**src/rtl/uart_receiver_pkg.sv**
```systemverilog
// Shared definitions for the UART receive path: line-control bit positions,
// FIFO record geometry, receiver FSM states and small frame-format helpers.
package uart_receiver_pkg;

    // Line control register bit positions
    localparam int UART_LC_BITS_LO = 0;
    localparam int UART_LC_SB      = 2;
    localparam int UART_LC_PE      = 3;
    localparam int UART_LC_EP      = 4;
    localparam int UART_LC_SP      = 5;

    // RX FIFO geometry: record is {data[7:0], break, parity error, framing error}
    localparam int UART_FIFO_COUNTER_W  = 5;
    localparam int UART_FIFO_REC_WIDTH  = 11;

    typedef enum logic [2:0] {
        r_idle      = 3'd0,
        r_start     = 3'd1,
        r_data      = 3'd2,
        r_parity    = 3'd3,
        r_stop      = 3'd4,
        r_push      = 3'd5,
        r_wait_high = 3'd6
    } rx_state_e;

    // Number of data bits in a frame for the lcr word-length field
    function automatic logic [3:0] data_bits(input logic [1:0] wl);
        return 4'd5 + {2'b00, wl};
    endfunction

    // Expected parity bit for {EP,SP}: odd, stick-1, even, stick-0
    function automatic logic parity_expected(input logic [7:0] d,
                                             input logic       ep,
                                             input logic       sp);
        logic p;
        case ({ep, sp})
            2'b00:   p = ~^d;
            2'b01:   p = 1'b1;
            2'b10:   p = ^d;
            default: p = 1'b0;
        endcase
        return p;
    endfunction

endpackage

```
**src/rtl/uart_rfifo.sv**
```systemverilog
// RX FIFO: first-word fall-through, power-of-two depth. A push while full is
// rejected even when a pop happens in the same clock; a pop while empty is ignored.
module uart_rfifo
    import uart_receiver_pkg::*;
#(
    parameter int FIFO_DEPTH     = 16,
    parameter int FIFO_COUNTER_W = UART_FIFO_COUNTER_W,
    parameter int WIDTH          = UART_FIFO_REC_WIDTH
) (
    input  logic                      clk,
    input  logic                      rst_n,
    input  logic [WIDTH-1:0]          data_in,
    input  logic                      push,
    input  logic                      pop,
    output logic [WIDTH-1:0]          data_out,
    output logic [FIFO_COUNTER_W-1:0] count
);

    localparam int PTR_W = $clog2(FIFO_DEPTH);

    logic [WIDTH-1:0]          mem_q [FIFO_DEPTH];
    logic [PTR_W-1:0]          wr_ptr_q, wr_ptr_d;
    logic [PTR_W-1:0]          rd_ptr_q, rd_ptr_d;
    logic [FIFO_COUNTER_W-1:0] count_q, count_d;
    logic                      do_push, do_pop;

    // Qualify push/pop against occupancy and advance pointers/count
    always_comb begin
        do_push  = push && (count_q < FIFO_COUNTER_W'(FIFO_DEPTH));
        do_pop   = pop && (count_q != '0);
        wr_ptr_d = do_push ? wr_ptr_q + 1'b1 : wr_ptr_q;
        rd_ptr_d = do_pop  ? rd_ptr_q + 1'b1 : rd_ptr_q;
        count_d  = count_q;
        case ({do_push, do_pop})
            2'b10:   count_d = count_q + 1'b1;
            2'b01:   count_d = count_q - 1'b1;
            default: count_d = count_q;
        endcase
    end

    // Pointer and occupancy registers
    always_ff @(posedge clk) begin
        if (!rst_n) begin
            wr_ptr_q <= '0;
            rd_ptr_q <= '0;
            count_q  <= '0;
        end else begin
            wr_ptr_q <= wr_ptr_d;
            rd_ptr_q <= rd_ptr_d;
            count_q  <= count_d;
        end
    end

    // Storage array; contents are only observable through a non-zero count
    always_ff @(posedge clk) begin
        if (do_push) begin
            mem_q[wr_ptr_q] <= data_in;
        end
    end

    assign data_out = (count_q != '0) ? mem_q[rd_ptr_q] : '0;
    assign count    = count_q;

endmodule

```
**src/rtl/uart_receiver.sv**
```systemverilog
// UART receive stage: synchronises the serial pin, deserialises frames at the
// 16x baud tick, checks parity/stop/break and queues results in the RX FIFO.
module uart_receiver
    import uart_receiver_pkg::*;
#(
    parameter int FIFO_DEPTH     = 16,
    parameter int FIFO_COUNTER_W = UART_FIFO_COUNTER_W,
    parameter int SYNC_STAGES    = 2
) (
    input  logic                           clk,
    input  logic                           rst_n,
    input  logic [7:0]                     lcr,
    input  logic                           enable,
    input  logic                           srx_pad_i,
    input  logic                           rf_pop,
    output logic [UART_FIFO_REC_WIDTH-1:0] rf_data_out,
    output logic [FIFO_COUNTER_W-1:0]      rf_count,
    output logic                           rf_overrun,
    output logic                           rx_busy
);

    logic [SYNC_STAGES-1:0] sync_q, sync_d;
    logic                   rx_s;
    rx_state_e              state_q, state_d;
    logic [3:0]             cnt_q, cnt_d;
    logic [2:0]             bit_idx_q, bit_idx_d;
    logic [7:0]             shift_q, shift_d;
    logic                   par_bit_q, par_bit_d;
    logic                   pe_q, pe_d;
    logic                   fe_q, fe_d;
    logic                   be_q, be_d;
    logic [3:0]             nbits;
    logic                   push;
    logic                   unused_lcr;

    assign rx_s       = sync_q[SYNC_STAGES-1];
    assign nbits      = data_bits(lcr[1:0]);
    // Stop-bit count and the upper lcr bits do not affect reception
    assign unused_lcr = ^{lcr[7:6], lcr[UART_LC_SB]};

    // Next-state logic: frame sequencing on baud ticks, data/flag capture
    always_comb begin
        sync_d    = {sync_q[SYNC_STAGES-2:0], srx_pad_i};
        state_d   = state_q;
        cnt_d     = cnt_q;
        bit_idx_d = bit_idx_q;
        shift_d   = shift_q;
        par_bit_d = par_bit_q;
        pe_d      = pe_q;
        fe_d      = fe_q;
        be_d      = be_q;
        case (state_q)
            r_idle: begin
                if (enable && !rx_s) begin
                    cnt_d   = 4'd7;
                    state_d = r_start;
                end
            end
            r_start: begin
                if (enable) begin
                    if (cnt_q != 4'd0) begin
                        cnt_d = cnt_q - 4'd1;
                    end else if (rx_s) begin
                        // Start bit did not last to mid-bit: treat as a glitch
                        state_d = r_idle;
                    end else begin
                        cnt_d     = 4'd15;
                        bit_idx_d = 3'd0;
                        shift_d   = 8'h00;
                        par_bit_d = 1'b0;
                        pe_d      = 1'b0;
                        state_d   = r_data;
                    end
                end
            end
            r_data: begin
                if (enable) begin
                    if (cnt_q != 4'd0) begin
                        cnt_d = cnt_q - 4'd1;
                    end else begin
                        shift_d[bit_idx_q] = rx_s;
                        cnt_d              = 4'd15;
                        bit_idx_d          = bit_idx_q + 3'd1;
                        if ({1'b0, bit_idx_q} == nbits - 4'd1) begin
                            state_d = lcr[UART_LC_PE] ? r_parity : r_stop;
                        end
                    end
                end
            end
            r_parity: begin
                if (enable) begin
                    if (cnt_q != 4'd0) begin
                        cnt_d = cnt_q - 4'd1;
                    end else begin
                        par_bit_d = rx_s;
                        pe_d      = rx_s != parity_expected(shift_q, lcr[UART_LC_EP],
                                                            lcr[UART_LC_SP]);
                        cnt_d     = 4'd15;
                        state_d   = r_stop;
                    end
                end
            end
            r_stop: begin
                if (enable) begin
                    if (cnt_q != 4'd0) begin
                        cnt_d = cnt_q - 4'd1;
                    end else begin
                        fe_d    = !rx_s;
                        // par_bit_q stays 0 when parity is disabled
                        be_d    = (shift_q == 8'h00) && !par_bit_q && !rx_s;
                        state_d = r_push;
                    end
                end
            end
            r_push: begin
                state_d = be_q ? r_wait_high : r_idle;
            end
            r_wait_high: begin
                if (enable && rx_s) begin
                    state_d = r_idle;
                end
            end
            default: begin
                state_d = r_idle;
            end
        endcase
    end

    // Control registers: synchroniser, FSM state, sample counter, bit index
    always_ff @(posedge clk) begin
        if (!rst_n) begin
            sync_q    <= '1;
            state_q   <= r_idle;
            cnt_q     <= 4'd0;
            bit_idx_q <= 3'd0;
        end else begin
            sync_q    <= sync_d;
            state_q   <= state_d;
            cnt_q     <= cnt_d;
            bit_idx_q <= bit_idx_d;
        end
    end

    // Frame data and status flags; always rewritten before they are used
    always_ff @(posedge clk) begin
        shift_q   <= shift_d;
        par_bit_q <= par_bit_d;
        pe_q      <= pe_d;
        fe_q      <= fe_d;
        be_q      <= be_d;
    end

    assign push       = (state_q == r_push);
    assign rf_overrun = push && (rf_count == FIFO_COUNTER_W'(FIFO_DEPTH));
    assign rx_busy    = (state_q != r_idle);

    uart_rfifo #(
        .FIFO_DEPTH     (FIFO_DEPTH),
        .FIFO_COUNTER_W (FIFO_COUNTER_W),
        .WIDTH          (UART_FIFO_REC_WIDTH)
    ) u_rfifo (
        .clk      (clk),
        .rst_n    (rst_n),
        .data_in  ({shift_q, be_q, pe_q, fe_q}),
        .push     (push),
        .pop      (rf_pop),
        .data_out (rf_data_out),
        .count    (rf_count)
    );

endmodule

```
**config.mk**
```make
export PLATFORM = sky130hd
export DESIGN_NAME = uart_receiver
export DESIGN_NICKNAME = d
export VERILOG_FILES = /design/src/rtl/uart_receiver_pkg.sv /design/src/rtl/uart_rfifo.sv /design/src/rtl/uart_receiver.sv
export SDC_FILE = /design/constraint.sdc
export NUM_CORES = 1
export LEC_CHECK = 0
export BUFFER_PORTS_ARGS = -buffer_cell sky130_fd_sc_hd__buf_2
export CAP_MARGIN = 5
export CORE_MARGIN = 2
export CORE_UTILIZATION = 40
export DETAILED_ROUTE_END_ITERATION = 10
export PLACE_DENSITY_LB_ADDON = 0.05
export SETUP_SLACK_MARGIN = 0.4
export SLEW_MARGIN = 10
export SYNTH_ARGS = -nofsm -noshare
export SYNTH_HDL_FRONTEND = slang
export SYNTH_SLANG_ARGS = --single-unit
```
**constraint.sdc**
```tcl
create_clock -name clk -period 3.4 [get_ports clk]
set_clock_uncertainty 0.15 [all_clocks]
set_input_delay 0.68 -clock clk [delete_from_list [all_inputs] [get_ports clk]]
set_output_delay 0.68 -clock clk [all_outputs]
set_load 0.05 [all_outputs]
```
==> results of run 1 <==
## what timing repair did
action,4_1_cts,5_1_grt
hold endpoints to repair,0,0
pin swaps,0,0
gates resized for setup,45,0
gates cloned,3,0
setup endpoints to repair,12,13
setup buffers,2,0
## worst reg2reg max path: stages (launching register included)
cell and delay, ps:
dfxtp_1 370, nor4_2 470, a21boi_2 200, ha_1 360, ha_1 430, nand2_1 90
o211ai_1 220, a41oi_1 80, o311ai_0 350, o41ai_1 130
## cells in the final DEF (no fill, tap or decap), types with 13 or more instances in the layout
| cell | netlist | layout |
|---|---|---|
| edfxtp_1 | 188 | 188 |
| mux4_2 | 55 | 55 |
| nor2_1 | 37 | 37 |
| clkbuf_16 | 0 | 25 |
| dfxtp_1 | 29 | 24 |
| buf_4 | 2 | 22 |
| inv_1 | 20 | 20 |
| nand2_1 | 20 | 20 |
| buf_2 | 1 | 16 |
| ha_1 | 14 | 14 |
| a21oi_1 | 13 | 13 |
## Yosys cell counts, types with 10 or more instances
cell type,number,area share (%)
edfxtp_1,188,62
mux4_2,55,13
nor2_1,37,1.5
dfxtp_1,29,6.3
inv_1,20,0.82
nand2_1,20,0.82
clkbuf_1,19,0.78
nor2b_1,18,1.2
ha_1,14,1.9
a21oi_1,13,0.71
and2_1,11,0.75
xnor2_1,11,1.0
o21ai_0,10,0.55
## metal layers
| layer | share of wire, % | GRT usage [%] | up-vias |
|---|---|---|---|
| li1 | - | - | 2229 |
| met5 | 0 | 0 | - |
| met2 | 49 | 28.9 | 104 |
| met4 | 1.6 | 3.84 | 0 |
| met1 | 44 | 23.1 | 2457 |
| met3 | 4.7 | 2.56 | 24 |
## per-stage QoR
step / instance area, sq um / hold WS [ps] / utilization [%] / setup slack [ps]
2_1_floorplan: 9180 / 236 / - / 449
3_3_place_gp: 9740 / 248 / 43.1 / 384
3_5_place_dp: 9740 / 247 / 43.1 / 279
4_1_cts: 10800 / 202 / 47.6 / -37.4
5_1_grt: 10800 / 200 / 47.6 / -72.8
6_report: 10800 / 210 / 47.6 / -1.45
## path summary, 6_finish.rpt
| kind | start | end | slack [ps] | cells past startpoint |
|---|---|---|---|---|
| max | flop | rf_data_out[9] | -1 | 6 |
| min | srx_pad_i | sync_q[0]$_SDFF_PN1_ | 210 | 2 |
| max reg2reg | u_rfifo.count[0]$_SDFFE_PN0P_ | u_rfifo.count[4]$_SDFFE_PN0P_ | 430 | 9 |
| min reg2reg | sync_q[0]$_SDFF_PN1_ | sync_q[1]$_SDFF_PN1_ | 260 | 1 |
## flip-flops by register name (all words and copies together), names as in the netlist, 3 cells and up, named ones only
name / cells
cnt_q: 4
bit_idx_q: 3
u_rfifo.wr_ptr_q: 4
shift_q: 8
state_q: 3
u_rfifo.rd_ptr_q: 4
u_rfifo.count: 5
u_rfifo.mem_q: 176
## power groups by stage
stage	logic [mW]	clock network [mW]	registers [mW]
after detailed placement	0.0904	0	2.93
final	0.0899	2.48	2.87
after CTS	0.0910	2.54	2.87
after floorplan	0.0704	0	2.92
after global routing	0.101	2.65	2.87
after global placement	0.0891	0	2.93
## kinds of logic (layout without fill, tap and decap cells)
family / Yosys count / after routing / share of synthesized area (%)
fa+ha+maj: 14 / 14 / 1.91
xor+xnor: 15 / 15 / 1.43
simple gates: 137 / 137 / 8.04
compound gates: 50 / 50 / 3.68
flops: 217 / 217 / 67.8
buf+inv: 54 / 120 / 2.73
mux: 63 / 63 / 14.4
## cell type report
class / instances / area, sq um / area share (%)
multi-input cells: 279 / 2780 / 25.8
well taps: 285 / 357 / 3.32
flip-flops and latches: 217 / 6230 / 58.0
clock buffers: 33 / 656 / 6.10
inverters: 21 / 78.8 / 0.733
clock inverters: 9 / 92.6 / 0.861
repair buffers: 57 / 559 / 5.20
==> out/metrics.yaml, run 1 <==
yosysWarnings: 0
fp.coreArea_sq_um: 22600
crit_chain: "buf_12 > buf_16 > mux4_2 > mux4_2 > nor2b_4 > buf_6"
cts_tree: "done"
irDropWorstVdd_mv: 0.268
rsz0062_at_grt: "yes"
grt.overflow.total: 0
cts_buffers: 24
h-tree-depth: 1
drt_wl_total_mm: 19.6
netlist_area_sq_um: 9180
ant_nets: 0
grt_pass1_vias: 5093
period_share_pct: 100
cp_num_buf_inv: 3
cp_data_required_time_ps: 2570
nets: 627
fin_cells: 901
dieWidth_um: 155
grt_pass1_wl_mm: 30.6
min_path_type: "input port to flop"
slowest_stage: "mux4_2"
fp-row-count: 55
pwr-share-comb_pct: 1.7
syn-num-nets: 577
initial_core_util_pct: 40.7
final.setup.worst_slack_ps: -1.45
setup_violations: 2
cts.clk_slew.worst_paths_ps: 60
syn_inst: 550
dr.pass1.iters: 5
cp.arrival_ps: 2570
drt_iter0_markers: 295
cts.sinks: 217
synth_edf_count: 188
cts_hold_repair.buffers: 0
fmax_ghz: 0.294
grt.total_usage_pct: 16.9
die_y_um: 155
clk_latency_ps: 510
dp_cells: 854
grt_max_degree: 45
outcome: "finished with violations"
fin_crit_ps: 3400
tns_ps: -1.47
startpoint_type: "flop"
wl_per_cell_um: 21.8
gp_congestion: 0.803
vias_per_cell: 5.34
clkPwrFrac_pct: 45.6
antenna_found_initial: 0
switchingPower_mw: 1.05
crit_family: "multiplexers"
avgSynthCellArea_sq_um: 16.7
p_sw_share_pct: 19.4
io_buffers: 27
clock_path_buffers: 3
relSlewSlack_pct: 54.3
drc: 0
ys.flop_type: "edfxtp_1"
dp_hpwl_mm: 12.5
ys_types: 55
die_area_sq_um: 24200
synth_async_sr_flop_share_pct: 0
seq_area_frac_synth_pct: 67.8
worst-setup-path-type: "flop to output port"
p_seq_share_pct: 52.7
critPathMaxFanout: 8
cts-root-buf: "clkbuf_16"
design_power_total_mw: 5.44
p_int_mw: 4.39
end_kind: "output port"
p_leak_nw: 3.57
powerDensity_nw_per_um2: 506
crit_top_cell: "mux4_2"
n_fill_cell: 1945
failed_checks: "setup timing"
drive_gt1_share_pct: 26.9
vias: 4814
num_io_pins: 31
n_antenna_cell: 0
cpPeakStageDelay_ps: 530
max_slew.worst_pin.slew_ps: 684
cap_viol_max_count: 0
area_growth_pct: 17.2
ys_ff_latch: 217
drv_slew: 0
finalHoldViolations: 0
Note: power is estimated with default switching activity, not from simulation.
==> inputs of run 2 (changes only) <==
--- a/config.mk
+++ b/config.mk
@@ -11,4 +11,5 @@
 export CORE_UTILIZATION = 40
 export DETAILED_ROUTE_END_ITERATION = 10
+export GPL_TIMING_DRIVEN = 0
 export PLACE_DENSITY_LB_ADDON = 0.05
 export SETUP_SLACK_MARGIN = 0.4
==> constraint.sdc (replaced) <==
create_clock -name clk -period 3.4 [get_ports clk]
set_clock_uncertainty 0.15 [all_clocks]
set_input_delay 0.34 -clock clk [delete_from_list [all_inputs] [get_ports clk]]
set_output_delay 0.34 -clock clk [all_outputs]
set_load 0.05 [all_outputs]
==> run 2 against run 1 <==
The run now ends clean. Register-to-register slack improved by 130 ps. Critical path depth unchanged. Cell count grew 2.0%. Combinational power increased by 16%. First-iteration DRC count increased by 11%. Sequential share of layout area is 0.45 points lower. Wire length shrank 0.14%. Die area stayed put. Sequential power barely moved. Total power increased by 1.3%. Worst setup slack improved by 340 ps. Utilization is 0.33 points higher. Critical endpoint is now rf_data_out[5]. Largest power group unchanged.
==> out/metrics.yaml, run 2 (synthesis results as in run 1) <==
outcome: "finished, final reports clean"
dieWidth_um: 155
pre_cts_ws_ps: 70.5
fp-row-count: 55
largest-register: "u_rfifo.mem_q"
drc: 0
end_kind: "output port"
cts_tree: "done"
layout_commonest_cell: "edfxtp_1"
largest_reg_flops: 176
vias: 4911
cp_data_required_time_ps: 2910
n_antenna_cell: 0
hp-start: "lcr[3]"
num_io_pins: 31
startpoint_type: "flop"
clk_latency_ps: 500
switchingPower_mw: 1.07
h-tree-depth: 1
cts.clk_slew.worst_paths_ps: 60
nets: 644
dr.pass1.iters: 5
hold_depth: 4
min_path_type: "input port to flop"
design_power_total_mw: 5.51
grt_pass1_vias: 5014
drt_wl_total_mm: 19.6
grt.overflow.total: 0
max_slew.worst_pin.slew_ps: 1210
mostFrequentLayoutCells: "edfxtp_1 (188), mux4_2 (55), nor2_1 (35)"
cap_viol_max_count: 0
die_area_sq_um: 24200
fmax_ghz: 0.327
cts.sinks: 217
io_buffers: 27
gp_congestion: 0.829
fp.coreArea_sq_um: 22600
die_y_um: 155
cts-root-buf: "clkbuf_16"
slowest_stage: "mux4_2"
cpPeakStageDelay_ps: 550
worst-setup-path-type: "flop to output port"
irDropWorstVdd_mv: 0.385
setup_violations: 0
ant_nets: 0
period_share_pct: 90.0
p_seq_share_pct: 52.0
cts_buffers: 24
drive_gt1_share_pct: 26.0
finalHoldViolations: 0
grt_pass1_wl_mm: 30.2
clkPwrFrac_pct: 46.1
cp.arrival_ps: 2570
initial_core_util_pct: 40.7
p_int_mw: 4.44
rr_startpoint: "state_q[0]$_SDFFE_PN0P_"
drv_slew: 0
tns_ps: 0
grt_max_degree: 19
drt_iter0_markers: 327
rsz0062_at_grt: "yes"
p_leak_nw: 3.58
area_growth_pct: 18.0
r2r_cells: 14
fin_util_pct: 48.0
dp_cells: 866
clock_path_buffers: 3
critPathMaxFanout: 8
fin_cells: 919
relSlewSlack_pct: 18.9
dp_hpwl_mm: 13.1
p_sw_share_pct: 19.5
antenna_found_initial: 0
pwr-share-comb_pct: 1.9
final.setup.worst_slack_ps: 340
vias_per_cell: 5.34
powerDensity_nw_per_um2: 509
grt.total_usage_pct: 16.8
crit_chain: "buf_12 > buf_12 > mux4_2 > mux4_2 > nor2b_4 > buf_6"
wl_per_cell_um: 21.3
fin_crit_ps: 3060
-- run 2: cell types whose count changed in the layout (fill, tap and decap cells not counted), sizes merged --
cell / delta
clkinvlp: +2
dlygate4sd3: +4
clkbuf: +19
buf: -7
-- run 2: routing by layer --
layer  track usage, %  up-vias  part of all wire (%)
met5                0        -                     0
met4             3.23        0                   1.7
met3             2.48       25                   2.8
met2             30.1       87                    53
met1             21.9     2537                    43
li1                 -     2262                     -
-- run 2: cell type report --
type,count,area [sq um]
buffer,33,250
clock buffer,32,672
clock inverter,11,109
fill,1945,11700
inverter,21,78.8
multi-input combinational,279,2790
sequential,217,6230
tap,285,357
timing repair buffer,41,348
-- run 2: worst max-delay path: cells and delay by family (launching register included) --
| kind | cells | cell delay [ps] |
|---|---|---|
| flops | 1 | 340 |
| buf+inv | 3 | 470 |
| simple gates | 1 | 150 |
| mux | 2 | 1090 |
-- run 2: per-stage QoR --
stage	cell area, sq um	hold WS (ps)
floorplan	9180	236
global route	10800	132
detailed placement	9730	253
global placement	9670	247
CTS	10800	111
finish	10800	125
-- run 2: power by group through the flow --
stage          Clock (mW)  Combinational (mW)  Sequential, mW
3_3_place_gp            0              0.0983            2.92
5_1_grt              2.70               0.116            2.87
2_1_floorplan           0              0.0704            2.92
6_report             2.54               0.104            2.87
4_1_cts              2.60               0.103            2.87
3_5_place_dp            0              0.0996            2.92
-- run 2: what timing repair did --
item	4_1_cts	5_1_grt
setup buffers	2	2
endpoints found under the hold margin	3	0
gates resized for setup	47	17
cloned	2	0
hold buffers	4	0
pin swaps	0	1
setup endpoints to repair	13	13
-- run 2: worst paths after layout --
kind	to	slack, ps
max reg2reg	u_rfifo.count[4]$_SDFFE_PN0P_	560
max	rf_data_out[5]	340
min reg2reg	sync_q[1]$_SDFF_PN1_	260
min	state_q[2]$_SDFFE_PN0P_	130
==> inputs of run 3 (changes only) <==
Settings changed: ABC_AREA set to 1, CORE_MARGIN 2 to not set.
==> run 3 against run 2 <==
Sequential power increased by 11%. Via count increased by 29%. Critical path depth increased by 3. Worst setup slack improved by 95 ps. Largest cell class unchanged.
==> out/metrics.yaml, run 3 <==
yosysWarnings: 0
setup_violations: 0
dieWidth_um: 153
fp-row-count: 55
cp.arrival_ps: 2480
gp_congestion: 0.874
ys.flop_type: "edfxtp_1"
p_leak_nw: 3.72
post-cts-setup-buffers: 0
fmax_ghz: 0.337
synth_top_family_by_area: "compound AO/OA/AOI/OAI gates"
fp.coreArea_sq_um: 22600
cts_tree: "done"
vias: 6314
synth_async_sr_flop_share_pct: 0
cts.clk_slew.worst_paths_ps: 50
period_share_pct: 87.2
drt_iter0_markers: 464
n_antenna_cell: 0
worst_hold_slack_ps: 56.5
drt_wl_total_mm: 24.4
cts.sinks: 217
cp_data_required_time_ps: 2910
outcome: "finished, final reports clean"
yosysMostFrequentCell: "edfxtp_1"
rr_startpoint: "state_q[0]$_SDFFE_PN0P_"
synthMuxAreaShare_pct: 0
irDropWorstVdd_mv: 0.542
largest_reg_flops: 176
drive_gt1_share_pct: 15.3
hp-start: "rf_pop"
dr.pass1.iters: 5
grt_max_degree: 19
netlist_area_sq_um: 9170
grt.overflow.total: 0
ant_nets: 0
syn-num-nets: 819
hold_depth: 3
finalHoldViolations: 0
ys_types: 39
relSlewSlack_pct: 16.1
rrSetupSlack_ps: 630
largest-register: "u_rfifo.mem_q"
cts-root-buf: "clkbuf_16"
synthTopCellsByArea: "edfxtp_1 (62%), dfxtp_1 (6.3%), o21ai_0 (6.3%)"
dp_hpwl_mm: 15.8
synthXorXnorAreaFrac_pct: 1.05
nets: 875
r2r_cells: 4
h-tree-depth: 1
clk_latency_ps: 510
min_to: "u_rfifo.rd_ptr_q[1]$_SDFFE_PN0P_"
clock_path_buffers: 3
n_fill_cell: 2079
cts_buffers: 25
synth_edf_count: 188
synthAdderAreaFrac_pct: 1.91
synthTopCellsByCount: "edfxtp_1 (188), nor2_1 (144), o21ai_0 (115)"
critPathMaxFanout: 10
die_y_um: 153
tns_ps: 0
end_kind: "output port"
grt_pass1_vias: 6269
cap_viol_max_count: 0
drc: 0
layout_commonest_cell: "edfxtp_1"
rsz0062_at_grt: "yes"
num_io_pins: 31
vias_per_cell: 5.50
area_growth_pct: 15.7
synth_compound_area_share_pct: 13.3
mostFrequentLayoutCells: "edfxtp_1 (188), nor2_1 (139), o21ai_0 (115)"
synth_top_cell_by_area: "edfxtp_1"
initial_core_util_pct: 40.6
fin_crit_ps: 2970
startpoint_type: "flop"
synth_top_area_share_pct: 61.6
ys_ff_latch: 217
powerDensity_nw_per_um2: 814
max_slew.worst_pin.slew_ps: 1250
seq_area_frac_synth_pct: 67.9
antenna_found_initial: 0
grt.total_usage_pct: 20.9
worst-setup-path-type: "flop to output port"
synthSimpleGateAreaFrac_pct: 11.7
r2r-end: "u_rfifo.mem_q[3][7]$_DFFE_PP_"
io_buffers: 27
drv_slew: 0
grt_pass1_wl_mm: 36.8
wl_per_cell_um: 21.3
avgSynthCellArea_sq_um: 11.6
syn_inst: 792
min_path_type: "input port to flop"
die_area_sq_um: 23500
## run 3: cells by family (layout without fill, tap and decap cells)
group                      after synthesis  in the layout
AOI/OAI and AO/OA                      212            212
and+or+nand+nor                        246            246
DFF                                    217            217
adders and majority gates               14             14
buffers and inverters                   92            164
xor gates and xnor gates                11             11
## run 3: area by class of cell
cell class	instances	area, sq um	share of cell area [%]
timing repair buffer	29	183	1.72
multi-input combinational	483	2640	24.9
clock inverter	8	114	1.07
sequential	217	6230	58.7
tap	285	357	3.36
clock buffer	35	663	6.25
buffer	40	233	2.19
inverter	52	195	1.84
## run 3: stage by stage
| step | power, mW | worst slack [ps] | instances | cell area [sq um] | utilization (%) |
|---|---|---|---|---|---|
| 2_1_floorplan | 5.09 | 892 | 792 | 9170 | - |
| 3_3_place_gp | 5.88 | 477 | 1104 | 9660 | 42.8 |
| 3_5_place_dp | 5.92 | 497 | 1104 | 9660 | 42.8 |
| 4_1_cts | 8.63 | 408 | 1149 | 10500 | 46.7 |
| 5_1_grt | 9.05 | 365 | 1149 | 10600 | 47.0 |
| 6_report | 8.64 | 435 | 1149 | 10600 | 47.0 |
## run 3: worst max-delay path by stage
stage / to / startpoint / cells after the start / slack (ps)
after floorplan: rf_data_out[0] / u_rfifo.count[4]$_SDFFE_PN0P_ / 5 / 890
after global placement: rf_data_out[9] / flop / 7 / 480
after detailed placement: rf_data_out[9] / flop / 7 / 500
after CTS: rf_data_out[3] / flop / 8 / 410
after global routing: rf_data_out[8] / flop / 9 / 370
final: rf_data_out[9] / flop / 9 / 430
## run 3: critical path, cell delays in order, from the launching register on
cell and delay, ps:
dfxtp_1 300, clkbuf_4 190, inv_2 140, buf_4 220
buf_6 180, nor2_1 50, o221ai_1 220, nand3_1 220
a21oi_2 220, buf_4 220
## run 3: power breakdown
part / switching (mW) / internal (mW) / total [mW]
Clock: 1.01 / 1.58 / 2.58
Sequential: 0.168 / 3.02 / 3.19
Combinational: 2.04 / 0.832 / 2.87
## run 3: what timing repair did
item                                   4_1_cts  5_1_grt
hold buffers                                 2        0
endpoints found under the hold margin        3        0
gates resized for setup                     35       26
setup endpoints to repair                   11       11
## run 3: routing by layer
metal	global-route usage, %	wire length [um]	share of wire (%)
met5	0	0	0
met4	8.57	1010	4.1
met3	2.84	1280	5.3
met2	34.8	11500	47
met1	27.7	10600	44
